--- config.mk ---
export PLATFORM = sky130hd
export DESIGN_NAME = lif_layer
export DESIGN_NICKNAME = d
export VERILOG_FILES = /design/src/rtl/lif_layer.sv
export SDC_FILE = /design/constraint.sdc
export NUM_CORES = 1
export LEC_CHECK = 0
export ABC_AREA = 1
export CAP_MARGIN = 25
export CORE_MARGIN = 10
export CORE_UTILIZATION = 60
export DETAILED_ROUTE_END_ITERATION = 6
export PLACE_DENSITY_LB_ADDON = 0.05
export SLEW_MARGIN = 10
export SYNTH_ARGS = -nofsm -noshare
export SYNTH_HDL_FRONTEND = slang
export SYNTH_SLANG_ARGS = --single-unit
export TNS_END_PERCENT = 1
--- constraint.sdc ---
create_clock -name clk_i -period 5.4 [get_ports clk_i]
set_clock_uncertainty 0.05 [all_clocks]
set_input_delay 1.35 -clock clk_i [delete_from_list [all_inputs] [get_ports clk_i]]
set_output_delay 1.35 -clock clk_i [all_outputs]
set_load 0.005 [all_outputs]
--- src/rtl/lif_layer.sv ---
// Layer of leaky integrate-and-fire neurons: per timestep, serially accumulates
// the weights of the active input spikes, then applies fire/leak/refractory rules.
module lif_layer #(
    parameter int unsigned NUM_INPUTS = 4,
    parameter int unsigned NUM_NODES  = 4,
    parameter int unsigned W_WIDTH    = 8,
    parameter int unsigned V_WIDTH    = 16,
    parameter int          THRESHOLD  = 100,
    parameter int unsigned LEAK_SHIFT = 2,
    parameter int unsigned REFRACT    = 2,
    localparam int unsigned IW = (NUM_INPUTS > 1) ? $clog2(NUM_INPUTS) : 1,
    localparam int unsigned NW = (NUM_NODES > 1) ? $clog2(NUM_NODES) : 1
) (
    input  logic                  clk_i,
    input  logic                  rst_ni,
    input  logic                  w_we_i,
    input  logic [IW-1:0]         w_in_i,
    input  logic [NW-1:0]         w_node_i,
    input  logic [W_WIDTH-1:0]    w_data_i,
    input  logic                  in_valid_i,
    output logic                  in_ready_o,
    input  logic [NUM_INPUTS-1:0] in_spikes_i,
    output logic                  out_valid_o,
    output logic [NUM_NODES-1:0]  nodes_o
);

    localparam int unsigned RW = (REFRACT > 0) ? $clog2(REFRACT + 1) : 1;
    localparam logic signed [V_WIDTH-1:0] V_MAX = {1'b0, {(V_WIDTH - 1){1'b1}}};
    localparam logic signed [V_WIDTH-1:0] V_MIN = {1'b1, {(V_WIDTH - 1){1'b0}}};
    localparam logic signed [V_WIDTH-1:0] V_TH  = V_WIDTH'(THRESHOLD);
    localparam logic [RW-1:0]             REF_INIT = RW'(REFRACT);
    localparam logic [IW-1:0]             IDX_LAST = IW'(NUM_INPUTS - 1);

    typedef enum logic [1:0] {IDLE, ACCUM, FIRE, OUT} state_e;

    state_e                     state_q, state_d;
    logic [IW-1:0]              idx_q, idx_d;
    logic [NUM_INPUTS-1:0]      spikes_q, spikes_d;
    logic signed [V_WIDTH-1:0]  v_q [NUM_NODES];
    logic signed [V_WIDTH-1:0]  v_d [NUM_NODES];
    logic [RW-1:0]              ref_q [NUM_NODES];
    logic [RW-1:0]              ref_d [NUM_NODES];
    logic signed [W_WIDTH-1:0]  w_q [NUM_INPUTS][NUM_NODES];
    logic signed [W_WIDTH-1:0]  w_d [NUM_INPUTS][NUM_NODES];
    logic                       out_valid_q, out_valid_d;
    logic [NUM_NODES-1:0]       nodes_q, nodes_d;

    // Add at one extra bit, then clamp to the representable range.
    function automatic logic signed [V_WIDTH-1:0] sat_add(
        input logic signed [V_WIDTH-1:0] v,
        input logic signed [W_WIDTH-1:0] w
    );
        logic signed [V_WIDTH:0] sum;
        sum = $signed({v[V_WIDTH-1], v}) +
              $signed({{(V_WIDTH + 1 - W_WIDTH){w[W_WIDTH-1]}}, w});
        if (sum[V_WIDTH] != sum[V_WIDTH-1]) begin
            return sum[V_WIDTH] ? V_MIN : V_MAX;
        end
        return sum[V_WIDTH-1:0];
    endfunction

    assign in_ready_o  = (state_q == IDLE) && rst_ni;
    assign out_valid_o = out_valid_q;
    assign nodes_o     = nodes_q;

    // Weight store: writes land at the edge, so a same-cycle ACCUM read sees the old value.
    always_comb begin
        w_d = w_q;
        if (w_we_i && (32'(w_in_i) < NUM_INPUTS) && (32'(w_node_i) < NUM_NODES)) begin
            w_d[w_in_i][w_node_i] = w_data_i;
        end
    end

    always_comb begin
        state_d     = state_q;
        idx_d       = idx_q;
        spikes_d    = spikes_q;
        v_d         = v_q;
        ref_d       = ref_q;
        out_valid_d = 1'b0;
        nodes_d     = '0;
        case (state_q)
            IDLE: begin
                if (in_valid_i && in_ready_o) begin
                    spikes_d = in_spikes_i;
                    idx_d    = '0;
                    state_d  = ACCUM;
                end
            end
            ACCUM: begin
                if (spikes_q[idx_q]) begin
                    for (int n = 0; n < NUM_NODES; n++) begin
                        if (ref_q[n] == '0) begin
                            v_d[n] = sat_add(v_q[n], w_q[idx_q][n]);
                        end
                    end
                end
                if (idx_q == IDX_LAST) begin
                    state_d = FIRE;
                end else begin
                    idx_d = idx_q + 1'b1;
                end
            end
            FIRE: begin
                for (int n = 0; n < NUM_NODES; n++) begin
                    if (ref_q[n] != '0) begin
                        ref_d[n] = ref_q[n] - 1'b1;
                        v_d[n]   = '0;
                    end else if (v_q[n] >= V_TH) begin
                        nodes_d[n] = 1'b1;
                        v_d[n]     = '0;
                        ref_d[n]   = REF_INIT;
                    end else begin
                        v_d[n] = v_q[n] - (v_q[n] >>> LEAK_SHIFT);
                    end
                end
                out_valid_d = 1'b1;
                state_d     = OUT;
            end
            OUT: begin
                state_d = IDLE;
            end
            default: begin
                state_d = IDLE;
            end
        endcase
    end

    always_ff @(posedge clk_i or negedge rst_ni) begin
        if (!rst_ni) begin
            state_q     <= IDLE;
            idx_q       <= '0;
            spikes_q    <= '0;
            out_valid_q <= 1'b0;
            nodes_q     <= '0;
            for (int n = 0; n < NUM_NODES; n++) begin
                v_q[n]   <= '0;
                ref_q[n] <= '0;
            end
            for (int i = 0; i < NUM_INPUTS; i++) begin
                for (int n = 0; n < NUM_NODES; n++) begin
                    w_q[i][n] <= '0;
                end
            end
        end else begin
            state_q     <= state_d;
            idx_q       <= idx_d;
            spikes_q    <= spikes_d;
            out_valid_q <= out_valid_d;
            nodes_q     <= nodes_d;
            v_q         <= v_d;
            ref_q       <= ref_d;
            w_q         <= w_d;
        end
    end

endmodule

==> results of run 1 <==
path summary, 6_finish.rpt:
kind | cells after the start | end | start
worst max-delay path | 18 | v_q[41] | idx_q[0]
worst min-delay path | 2 | w_q[91] | w_q[91]
worst max register to register | 18 | v_q[41] | idx_q[0]
worst min register to register | 2 | w_q[91] | w_q[91]
max in group asynchronous | 2 | w_q[53] | rst_ni
min in group asynchronous | 1 | w_q[60] | rst_ni
cell usage in the layout, fill, tap and decap left out, types with 6 or more instances in the layout:
| cell | count |
|---|---|
| a21oi_1 | 159 |
| o21a_1 | 8 |
| inv_1 | 242 |
| xnor2_1 | 20 |
| nand2_2 | 10 |
| inv_2 | 8 |
| xor2_1 | 34 |
| or2_2 | 6 |
| o21bai_1 | 12 |
| buf_4 | 15 |
| nor2_1 | 302 |
| nor3_1 | 16 |
| a21boi_1 | 31 |
| dfrtp_1 | 212 |
| clkbuf_16 | 25 |
| nand3b_1 | 20 |
| o211ai_1 | 6 |
| o22ai_1 | 28 |
| and2_1 | 7 |
| ha_1 | 147 |
| a22oi_1 | 6 |
| a31oi_1 | 7 |
| fa_1 | 8 |
| nand4_1 | 30 |
| nand3_1 | 141 |
| clkdlybuf4s50_1 | 24 |
| o21ai_0 | 235 |
| nand2_1 | 712 |
| o21ai_2 | 6 |
metrics by stage:
stage	instance area, µm²	setup WS [ns]	utilization	std cells
floorplan	17200	1.36	-	2525
global placement	17800	0.901	0.634	2876
detailed placement	17800	0.759	0.634	2876
CTS	18600	0.737	0.663	2921
global route	18600	0.189	0.665	2926
finish	18600	0.668	0.665	2926
critical path, cell delays in order (launching register included):
cell and delay (ns):
dfrtp_2 0.53, buf_4 0.36, o21ai_0 0.16, o22ai_1 0.77, ha_1 0.42, a21oi_1 0.20
o21ai_0 0.13, a21oi_1 0.19, nand2_1 0.07, nand2_1 0.09, nand2_1 0.06, a21oi_1 0.24
xor2_1 0.11, ha_1 0.42, inv_1 0.35, nand2_1 0.09, o21ai_0 0.15, nand2_1 0.08
a21boi_1 0.17
layout make-up:
class	count	area, µm²	area share
inverters	254	953	0.0512
clock inverters	11	123	0.00658
multi-input cells	1994	10600	0.571
well taps	378	473	0.0254
clock buffers	34	699	0.0376
repair buffers	42	403	0.0216
flip-flops and latches	213	5330	0.286
registers in the layout, summed over array words and instances, names as in the netlist:
signal	flops
state_q	2
nodes_o	4
v_q	64
w_q	128
out_valid_o	1
ref_q	8
idx_q	2
spikes_q	4
routing by layer:
| metal | vias up | global-route usage | wire length (µm) |
|---|---|---|---|
| met1 | 7893 | 0.369 | 22600 |
| met3 | 70 | 0.0301 | 2780 |
| li1 | 8338 | - | - |
| met4 | 0 | 0.0626 | 873 |
| met5 | - | 0 | 0 |
| met2 | 495 | 0.399 | 20400 |
cells by family (layout without fill, tap and decap cells):
kind of cell	Yosys count	after routing	synth area share
AND/OR/NAND/NOR	1262	1262	0.304
multiplexers	4	4	0.00262
AO/OA/AOI/OAI	519	519	0.168
adder cells (fa/ha/maj)	155	155	0.116
buffers and inverters	318	341	0.0715
XOR/XNOR	54	54	0.0275
flip-flops	213	213	0.310
==> summary.txt, run 1 <==
Outcome
  • Outcome: complete, no violations

Global routing
  • First-pass GRT wire length: between 70000 and 80000 µm
  • Initial antenna violation count: 0
  • Global Route Usage Sum: 0.256
  • GRT overflow: 0
  • Largest net degree at the start of global routing: 152
  • Vias in the first global route: 16.0k

Floorplanning
  • I/O pin count: 26
  • Starting density of the core: 0.614
  • Total die area: 35800 µm²
  • Die H: 189 µm
  • Core footprint: 28000 µm²
  • Die W: ~190 µm
  • Cell row count: 61

Synthesis
  • Syn Area/Cell: 6.81 µm²
  • Yosys cell types: 48
  • Top cells by area, synth: dfrtp_1, nand2_1, ha_1, o21ai_0, nor2_1
  • Yosys top cell by area: dfrtp_1
  • Commonest cells in the netlist: nand2_1, nor2_1, inv_1, o21ai_0, dfrtp_1
  • Netlist Area Pre-Place: 17200 µm²
  • Post-synth EDFFs: 0
  • Async set-reset flop share out of synthesis: 1.00
  • #FFs+latches synth: 213
  • Commonest register cell after synthesis: dfrtp_1
  • Yosys warns: 0
  • Seq/Total Area, Yosys: 0.310
  • Most common cell in the synthesized netlist: nand2_1
  • Area fraction of the dominant cell type after synthesis: 0.310
  • Post-synthesis cell count: 2525
  • Syn nets: roughly 2.7k

Placement
  • I/O Buffers: 25
  • Gp weighted congestion: 0.932
  • Post-DP HPWL: between 30000 and 40000 µm

Clocking
  • Setup Buffers After CTS: 0
  • CTS tree: done
  • Post-CTS sizing: 0
  • Max Root-Sink Buffers: 3
  • Clk sink count: approximately 210
  • Clk pin slew, worst setup/hold paths: 0.06 ns
  • Clk_lat worst skew: 0.53 ns
  • H-Tree Depth: 1
  • CTS Buf Count: 25
  • Hold buffer count at CTS: 0
  • Root Buffer Master: clkbuf_16

Critical path
  • Worst Path Arrival: 5.13 ns
  • Worst reg2reg setup slack: 0.67 ns
  • Nature of the critical path endpoint: register
  • Worst path required time: between 5 and 6 ns
  • CP Launch Type: register
  • Crit Path Class: reg2reg
  • Max Fanout on Critical Path: 30

Detailed routing
  • Vias: around 17k
  • Routed WL per cell: roughly 16 µm
  • DRC: 0
  • Final ANT Viol Nets: 0
  • Drt total wl: 46700 µm
  • Iter 0 DRT Violations: 1640
  • Vias per cell: 5.74
  • Drt first pass iters: 6

Timing
  • RSZ-0062 raised after global routing: false
  • Hold Slack: 0.429 ns
  • Worst slew margin: 0.349
  • FMAX: ~210 MHz
  • Setup-failing EPs final: 0
  • Final hold violation count: 0
  • Max-slew violations: 0
  • Min Tclk post-route: between 4 and 5 ns
  • Setup TNS Final: 0 ns
  • Fin crit share: 0.876
  • Slew of the pin with the lowest slew margin: between 0.9 and 1 ns

Layout
  • Ant diodes: 0
  • Area Growth Syn to Fin: 8.27%
  • FILL cells: 2553
  • Nets: 2705
  • Share of cells above drive strength 1: 0.0428

Run
  • Max Cap Violations: 0

Worst hold path
  • Min-delay worst type: reg2reg
Power of run 1 is left out: the tool's default activity adds up to more than one toggle a clock period on the data nets, which glitch-free logic cannot reach.
==> run 2, diff against run 1 <==
--- a/config.mk
+++ b/config.mk
@@ -7,8 +7,9 @@
 export LEC_CHECK = 0
 export ABC_AREA = 1
 export CAP_MARGIN = 25
-export CORE_MARGIN = 10
+export CORE_MARGIN = 2
 export CORE_UTILIZATION = 60
+export CTS_CLUSTER_SIZE = 14
 export DETAILED_ROUTE_END_ITERATION = 6
 export PLACE_DENSITY_LB_ADDON = 0.05
 export SLEW_MARGIN = 10
==> run 2 against run 1 <==
  * Die area is 16% lower
  * Fmax increased by 3.1%
  * Largest cell class unchanged
  * Utilization fell by 0.20 points
  * Wire length grew 0.41%
  * Sequential share of layout area rose by 0.087 points
  * Global-route usage up 5.6 points
  * Register-to-register slack improved by 0.14 ns
  * Via count shrank 0.36%
==> summary.txt, run 2 (synthesized netlist as in run 1, its figures left out) <==
Worst hold path
  • Min-delay worst type: reg2reg
  • Min-delay src: w_q[64]
  • Hold Crit Endpoint: w_q[64]
  • Hold Path Stages: 2 (unchanged)

Layout
  • Final instance area: 18600 µm² (-0.30%)
  • Multi-input logic area: 10600 µm² (unchanged)
  • Share of cells above drive strength 1: 0.0424 (-0.000343)
  • Area Growth Syn to Fin: 7.94%
  • FILL cells: 2555 (+0.078%)
  • Nets: 2704 (-0.037%)
  • Register area: 5330 µm² (unchanged)
  • Biggest regs: w_q (128), v_q (64), ref_q (8)
  • Max reg flops: 128 (unchanged)
  • Commonest non-fill, non-tap cell in the layout: nand2_1
  • Most frequent cells in the layout: nand2_1, nor2_1, inv_1, o21ai_0, dfrtp_1
  • Ant diodes: 0 (unchanged)
  • Reg with most FFs: w_q
  • Final core occ: 0.663 (-0.00201)

Critical path
  • Worst path slowest cell: ha_1
  • Most used cell, CP: nand2_1
  • Worst Path Arrival: 4.96 ns (-0.17 ns)
  • CP Launch Type: register
  • CP startpoint: idx_q[0]
  • Worst reg2reg setup slack: 0.81 ns (+0.14 ns)
  • Worst path cell trace: inv_2 -> buf_4 -> nor2_1 -> o22ai_1 -> ha_1 -> inv_1 -> fa_1 -> inv_1 -> nand2_1 -> o21ai_2 -> nand2_1 -> nand2_1 -> nand2_1 -> nand3_1 -> nand2_1 -> ha_1 -> clkinv_1 -> nand3_1 -> nand2_1 -> nand2_1 -> nand2_1 -> nand2_1 -> nand2_1
  • Worst path required time: 5.76 ns (-0.04 ns)
  • Crit Path Class: reg2reg
  • RR Endpoint: v_q[30]
  • Nature of the critical path endpoint: register
  • Worst stage delay on the critical path: 0.43 ns (-0.34 ns)
  • Path depth of the worst reg2reg path: 23 (+5)
  • Max Fanout on Critical Path: 35 (+17%)
  • Reg2reg start: idx_q[0]

Placement
  • DP Area: 17700 µm² (about the same)
  • Post-DP HPWL: 35000 µm (-0.54%)
  • Pre-CTS WS: 0.913 ns (+0.154 ns)
  • Gp weighted congestion: 0.942 (+1.2%)
  • I/O Buffers: 25 (unchanged)

Global routing
  • Global Route Usage Sum: 0.312 (+0.0564)
  • Largest net degree at the start of global routing: 81 (-47%)
  • First-pass GRT wire length: 78200 µm (+0.27%)
  • Vias in the first global route: 15.7k (-1.8%)
  • GRT overflow: 0 (unchanged)
  • Initial antenna violation count: 0 (unchanged)

Detailed routing
  • Drt first pass iters: 6 (unchanged)
  • Drt total wl: 46900 µm (+0.41%)
  • Final ANT Viol Nets: 0 (unchanged)
  • Vias: 16.7k (-0.36%)
  • Vias per cell: 5.73 (-0.25%)
  • Iter 0 DRT Violations: 1596 (-2.7%)
  • Routed WL per cell: 16.0 µm (+0.51%)
  • DRC: 0 (unchanged)

Clocking
  • Root Buffer Master: clkbuf_16
  • Clk pin slew, worst setup/hold paths: 0.06 ns (about the same)
  • Clk_lat worst skew: 0.52 ns (about the same)
  • H-Tree Depth: 1 (unchanged)
  • Setup Buffers After CTS: 0 (unchanged)
  • Hold buffer count at CTS: 0 (unchanged)
  • Max Root-Sink Buffers: 3 (unchanged)
  • CTS Buf Count: 24 (-4.0%)
  • Clk sink count: 213 (unchanged)
  • CTS tree: done
  • Post-CTS sizing: 0 (unchanged)

Timing
  • Fin crit share: 0.850 (-0.0260)
  • RSZ-0062 raised after global routing: false
  • Setup-failing EPs final: 0 (unchanged)
  • Final hold violation count: 0 (unchanged)
  • Setup TNS Final: 0 ns (unchanged)
  • Setup ws final: 0.808 ns (+0.141 ns)
  • Slew of the pin with the lowest slew margin: 0.983 ns (+0.00670 ns)
  • Worst slew margin: 0.345 (-0.00447)
  • Min Tclk post-route: 4.59 ns (-0.141 ns)
  • Max-slew violations: 0 (unchanged)
  • FMAX: 218 MHz (+3.1%)

Floorplanning
  • Die H: 173 µm (-8.5%)
  • Starting density of the core: 0.614 (unchanged)
  • Die W: 173 µm (-8.5%)
  • I/O pin count: 26 (unchanged)
  • Total die area: 30000 µm² (-16%)
  • Core footprint: 28000 µm² (unchanged)
  • Cell row count: 61 (unchanged)

Run
  • Max Cap Violations: 0 (unchanged)

Outcome
  • Outcome: complete, no violations
[run 2: changes by cell type in the layout (fill, tap and decap cells not counted), sizes merged]
cell	change
clkbuf	-1
clkinvlp	-1
bufinv	-2
inv	+1
[run 2: layout make-up]
type | count | area share
Sequential cell | 213 | 0.287
Timing Repair Buffer | 42 | 0.0219
Clock buffer | 33 | 0.0380
Multi-Input combinational cell | 1994 | 0.573
Tap cell | 378 | 0.0255
Inverter | 254 | 0.0513
Clock inverter | 9 | 0.00303
[run 2: how the worst max path moves through the flow]
stage | endpoint | slack (ns)
after floorplan | v_q[43] | 1.36
after global placement | v_q[27] | 0.91
after detailed placement | v_q[30] | 0.91
after CTS | v_q[30] | 0.90
after global routing | v_q[14] | 0.39
final | v_q[30] | 0.81
[run 2: metal layers]
metal / global-route usage / routed length, µm / vias up
met5: 0 / 0 / -
met4: 0.0632 / 883 / 0
met3: 0.0300 / 3180 / 75
met2: 0.492 / 20400 / 563
met1: 0.468 / 22500 / 7788
li1: - / - / 8310
[run 2: per-stage QoR]
stage               cells  hold slack (ns)
finish               2923            0.433
global route         2923            0.448
CTS                  2918            0.432
detailed placement   2876            0.418
global placement     2876            0.411
floorplan            2525            0.398
[run 2: worst max-delay path, delay by kind of cell (launching register included)]
kind                       cells  cell delay [ns]
buffers and inverters          5             1.32
AOI/OAI and AO/OA              2             0.45
and+or+nand+nor               13             1.16
adders and majority gates      3             1.07
DFF                            1             0.40
Power of run 2 is left out for the same reason.
==> run 3, diff against run 2 <==
--- a/config.mk
+++ b/config.mk
@@ -5,7 +5,6 @@
 export SDC_FILE = /design/constraint.sdc
 export NUM_CORES = 1
 export LEC_CHECK = 0
-export ABC_AREA = 1
 export CAP_MARGIN = 25
 export CORE_MARGIN = 2
 export CORE_UTILIZATION = 60
==> run 3 against run 2 <==
  * Highest routed layer unchanged
  * Via count shrank 28%
  * Hold slack hardly changed
  * Critical path depth decreased by 7
  * Synthesized cell count shrank 38%
  * Global-route usage down 4.5 points
  * Wire length fell by 24%
  * Sequential cell count stayed put
  * Fmax decreased by 5.9%
  * Utilization shrank 0.061 points
  * Count of clock-buffer cells in the layout increased by 2
  * First-iteration DRC count fell by 52%
==> summary.txt, run 3 <==
Global routing
  • Largest net degree at the start of global routing: 163 (+100%)
  • Global Route Usage Sum: 0.267 (-0.0451)
  • Vias in the first global route: 11.6k (-26%)
  • GRT overflow: 0 (unchanged)
  • First-pass GRT wire length: 58900 µm (-25%)
  • Initial antenna violation count: 0 (unchanged)

Critical path
  • Worst Path Arrival: 5.23 ns (+0.27 ns)
  • Worst path required time: 5.75 ns (about the same)
  • Crit Path Class: reg2reg
  • CP Launch Type: register
  • Max Fanout on Critical Path: 21 (-40%)
  • Nature of the critical path endpoint: register

Synthesis
  • Yosys warns: 0 (unchanged)
  • Syn Area/Cell: 9.95 µm² (+46%)
  • Most common cell in the synthesized netlist: dfrtp_1
  • Commonest register cell after synthesis: dfrtp_1
  • Commonest cells in the netlist: dfrtp_1, ha_1, inv_1, nand2_1, a21oi_1
  • Top cells by area, synth: dfrtp_1, ha_1, mux2_2, mux4_2, mux2_1
  • Syn nets: 1745 (-35%)
  • Synth Area in Simple Gates: 0.107 (-0.197)
  • Seq/Total Area, Yosys: 0.341 (+0.0313)
  • Yosys cell types: 84 (+75%)
  • Mux contribution to synthesized area: 0.146 (+0.144)
  • Post-synthesis xor/xnor area fraction: 0.0493 (+0.0218)
  • Post-synthesis adder-cell area fraction: 0.128 (+0.0117)
  • Async set-reset flop share out of synthesis: 1.00 (unchanged)
  • Post-synthesis compound-gate area fraction: 0.189 (+0.0205)
  • Post-synth EDFFs: 0 (unchanged)
  • Post-synthesis cell count: 1570 (-38%)
  • Netlist Area Pre-Place: 15600 µm² (-9.2%)
  • Area fraction of the dominant cell type after synthesis: 0.341 (+0.0313)
  • Yosys top cell by area: dfrtp_1
  • Main combinational cell family by area after synthesis: compound AO/OA/AOI/OAI gates
  • #FFs+latches synth: 213 (unchanged)

Layout
  • Multi-input logic area: 9680 µm² (-9.1%)
  • Share of cells above drive strength 1: 0.126 (+0.0840)
  • Commonest non-fill, non-tap cell in the layout: dfrtp_1
  • Most frequent cells in the layout: dfrtp_1, ha_1, inv_1, nand2_1, a21oi_1
  • Max reg flops: 128 (unchanged)
  • Register area: 5330 µm² (unchanged)
  • FILL cells: 2104 (-18%)
  • Area Growth Syn to Fin: 9.51%
  • Ant diodes: 0 (unchanged)
  • Nets: 1769 (-35%)
  • Biggest regs: w_q (128), v_q (64), ref_q (8)
  • Reg with most FFs: w_q

Detailed routing
  • Drt first pass iters: 5 (-1)
  • Vias per cell: 6.16 (+7.6%)
  • Vias: 12.0k (-28%)
  • Iter 0 DRT Violations: 760 (-52%)
  • Drt total wl: 35500 µm (-24%)
  • Final ANT Viol Nets: 0 (unchanged)
  • Routed WL per cell: 18.2 µm (+13%)
  • DRC: 0 (unchanged)

Clocking
  • Root Buffer Master: clkbuf_16
  • CTS Buf Count: 25 (+4.2%)
  • Setup Buffers After CTS: 0 (unchanged)
  • CTS tree: done
  • Clk_lat worst skew: 0.54 ns (+0.02 ns)
  • Clk pin slew, worst setup/hold paths: 0.06 ns (about the same)
  • Max Root-Sink Buffers: 3 (unchanged)
  • Post-CTS sizing: 0 (unchanged)
  • Clk sink count: 213 (unchanged)
  • H-Tree Depth: 1 (unchanged)
  • Hold buffer count at CTS: 0 (unchanged)

Timing
  • Worst slew margin: 0.398 (+0.0538)
  • Min Tclk post-route: 4.88 ns (+0.290 ns)
  • Slew of the pin with the lowest slew margin: 0.902 ns (-0.0807 ns)
  • Fin crit share: 0.904 (+0.0537)
  • FMAX: 205 MHz (-5.9%)
  • Final hold violation count: 0 (unchanged)
  • RSZ-0062 raised after global routing: false
  • Setup-failing EPs final: 0 (unchanged)
  • Max-slew violations: 0 (unchanged)
  • Setup TNS Final: 0 ns (unchanged)

Placement
  • Gp weighted congestion: 0.863 (-8.4%)
  • I/O Buffers: 25 (unchanged)
  • Post-DP HPWL: 25900 µm (-26%)

Floorplanning
  • Die W: 165 µm (-4.6%)
  • Starting density of the core: 0.605 (-0.00936)
  • Total die area: 27300 µm² (-9.0%)
  • Die H: 165 µm (-4.6%)
  • Core footprint: 25800 µm² (-7.8%)
  • I/O pin count: 26 (unchanged)
  • Cell row count: 59 (-3.3%)

Worst hold path
  • Min-delay worst type: reg2reg

Run
  • Max Cap Violations: 0 (unchanged)

Outcome
  • Outcome: complete, no violations
-- run 3: path summary, 6_finish.rpt --
| kind | startpoint | endpoint | slack, ns | depth (start not counted) |
|---|---|---|---|---|
| max in group asynchronous | rst_ni | idx_q[0] | 3.37 | 2 |
| max reg2reg | idx_q[0] | v_q[11] | 0.52 | 16 |
| min reg2reg | w_q[80] | w_q[80] | 0.43 | 1 |
| min in group asynchronous | rst_ni | v_q[18] | 0.64 | 1 |
| max | idx_q[0] | v_q[11] | 0.52 | 16 |
| min | w_q[80] | w_q[80] | 0.43 | 1 |
-- run 3: cell families after synthesis --
logic type / Yosys count
buffers and inverters: 159
muxes: 170
and+or+nand+nor: 349
xor gates and xnor gates: 88
AOI/OAI and AO/OA: 436
adders and majority gates: 155
DFF: 213
-- run 3: cell type report --
type | count | share of cell area
multi-input cells | 1198 | 0.566
flip-flops and latches | 213 | 0.312
clock buffers | 35 | 0.0417
inverters | 113 | 0.0248
repair buffers | 43 | 0.0245
well taps | 335 | 0.0245
clock inverters | 11 | 0.00739
-- run 3: worst max-delay path, stage by stage, from the launching register on --
cell and delay [ns]:
dfrtp_2 0.62, buf_4 0.44, mux4_2 0.57, ha_1 0.31, a211oi_1 0.32, o21ai_1 0.19
nand3_1 0.15, a31oi_1 0.12, a21o_1 0.19, a21o_1 0.18, xor2_1 0.15, ha_1 0.29
buf_4 0.19, o211ai_1 0.36, o21ai_1 0.16, a221oi_1 0.35, a21oi_1 0.08
-- run 3: stage by stage --
stage	utilization	hold slack, ns	cells	area [µm²]	setup WS [ns]
6_report	0.662	0.433	1948	17100	0.518
4_1_cts	0.662	0.438	1948	17100	0.528
3_5_place_dp	0.630	0.421	1902	16300	0.587
2_1_floorplan	-	0.402	1570	15600	0.588
5_1_grt	0.662	0.452	1948	17100	0.0505
3_3_place_gp	0.629	0.415	1901	16300	0.632
-- run 3: routing by layer --
metal  routed length (µm)  vias to the layer above  global-route usage
met5                    0                        -                   0
met4                  742                        0              0.0576
met3                 1460                       47              0.0340
met2                15700                      221               0.416
met1                17500                     5877               0.401
li1                     -                     5856                   -
Power of run 3 is left out for the same reason.
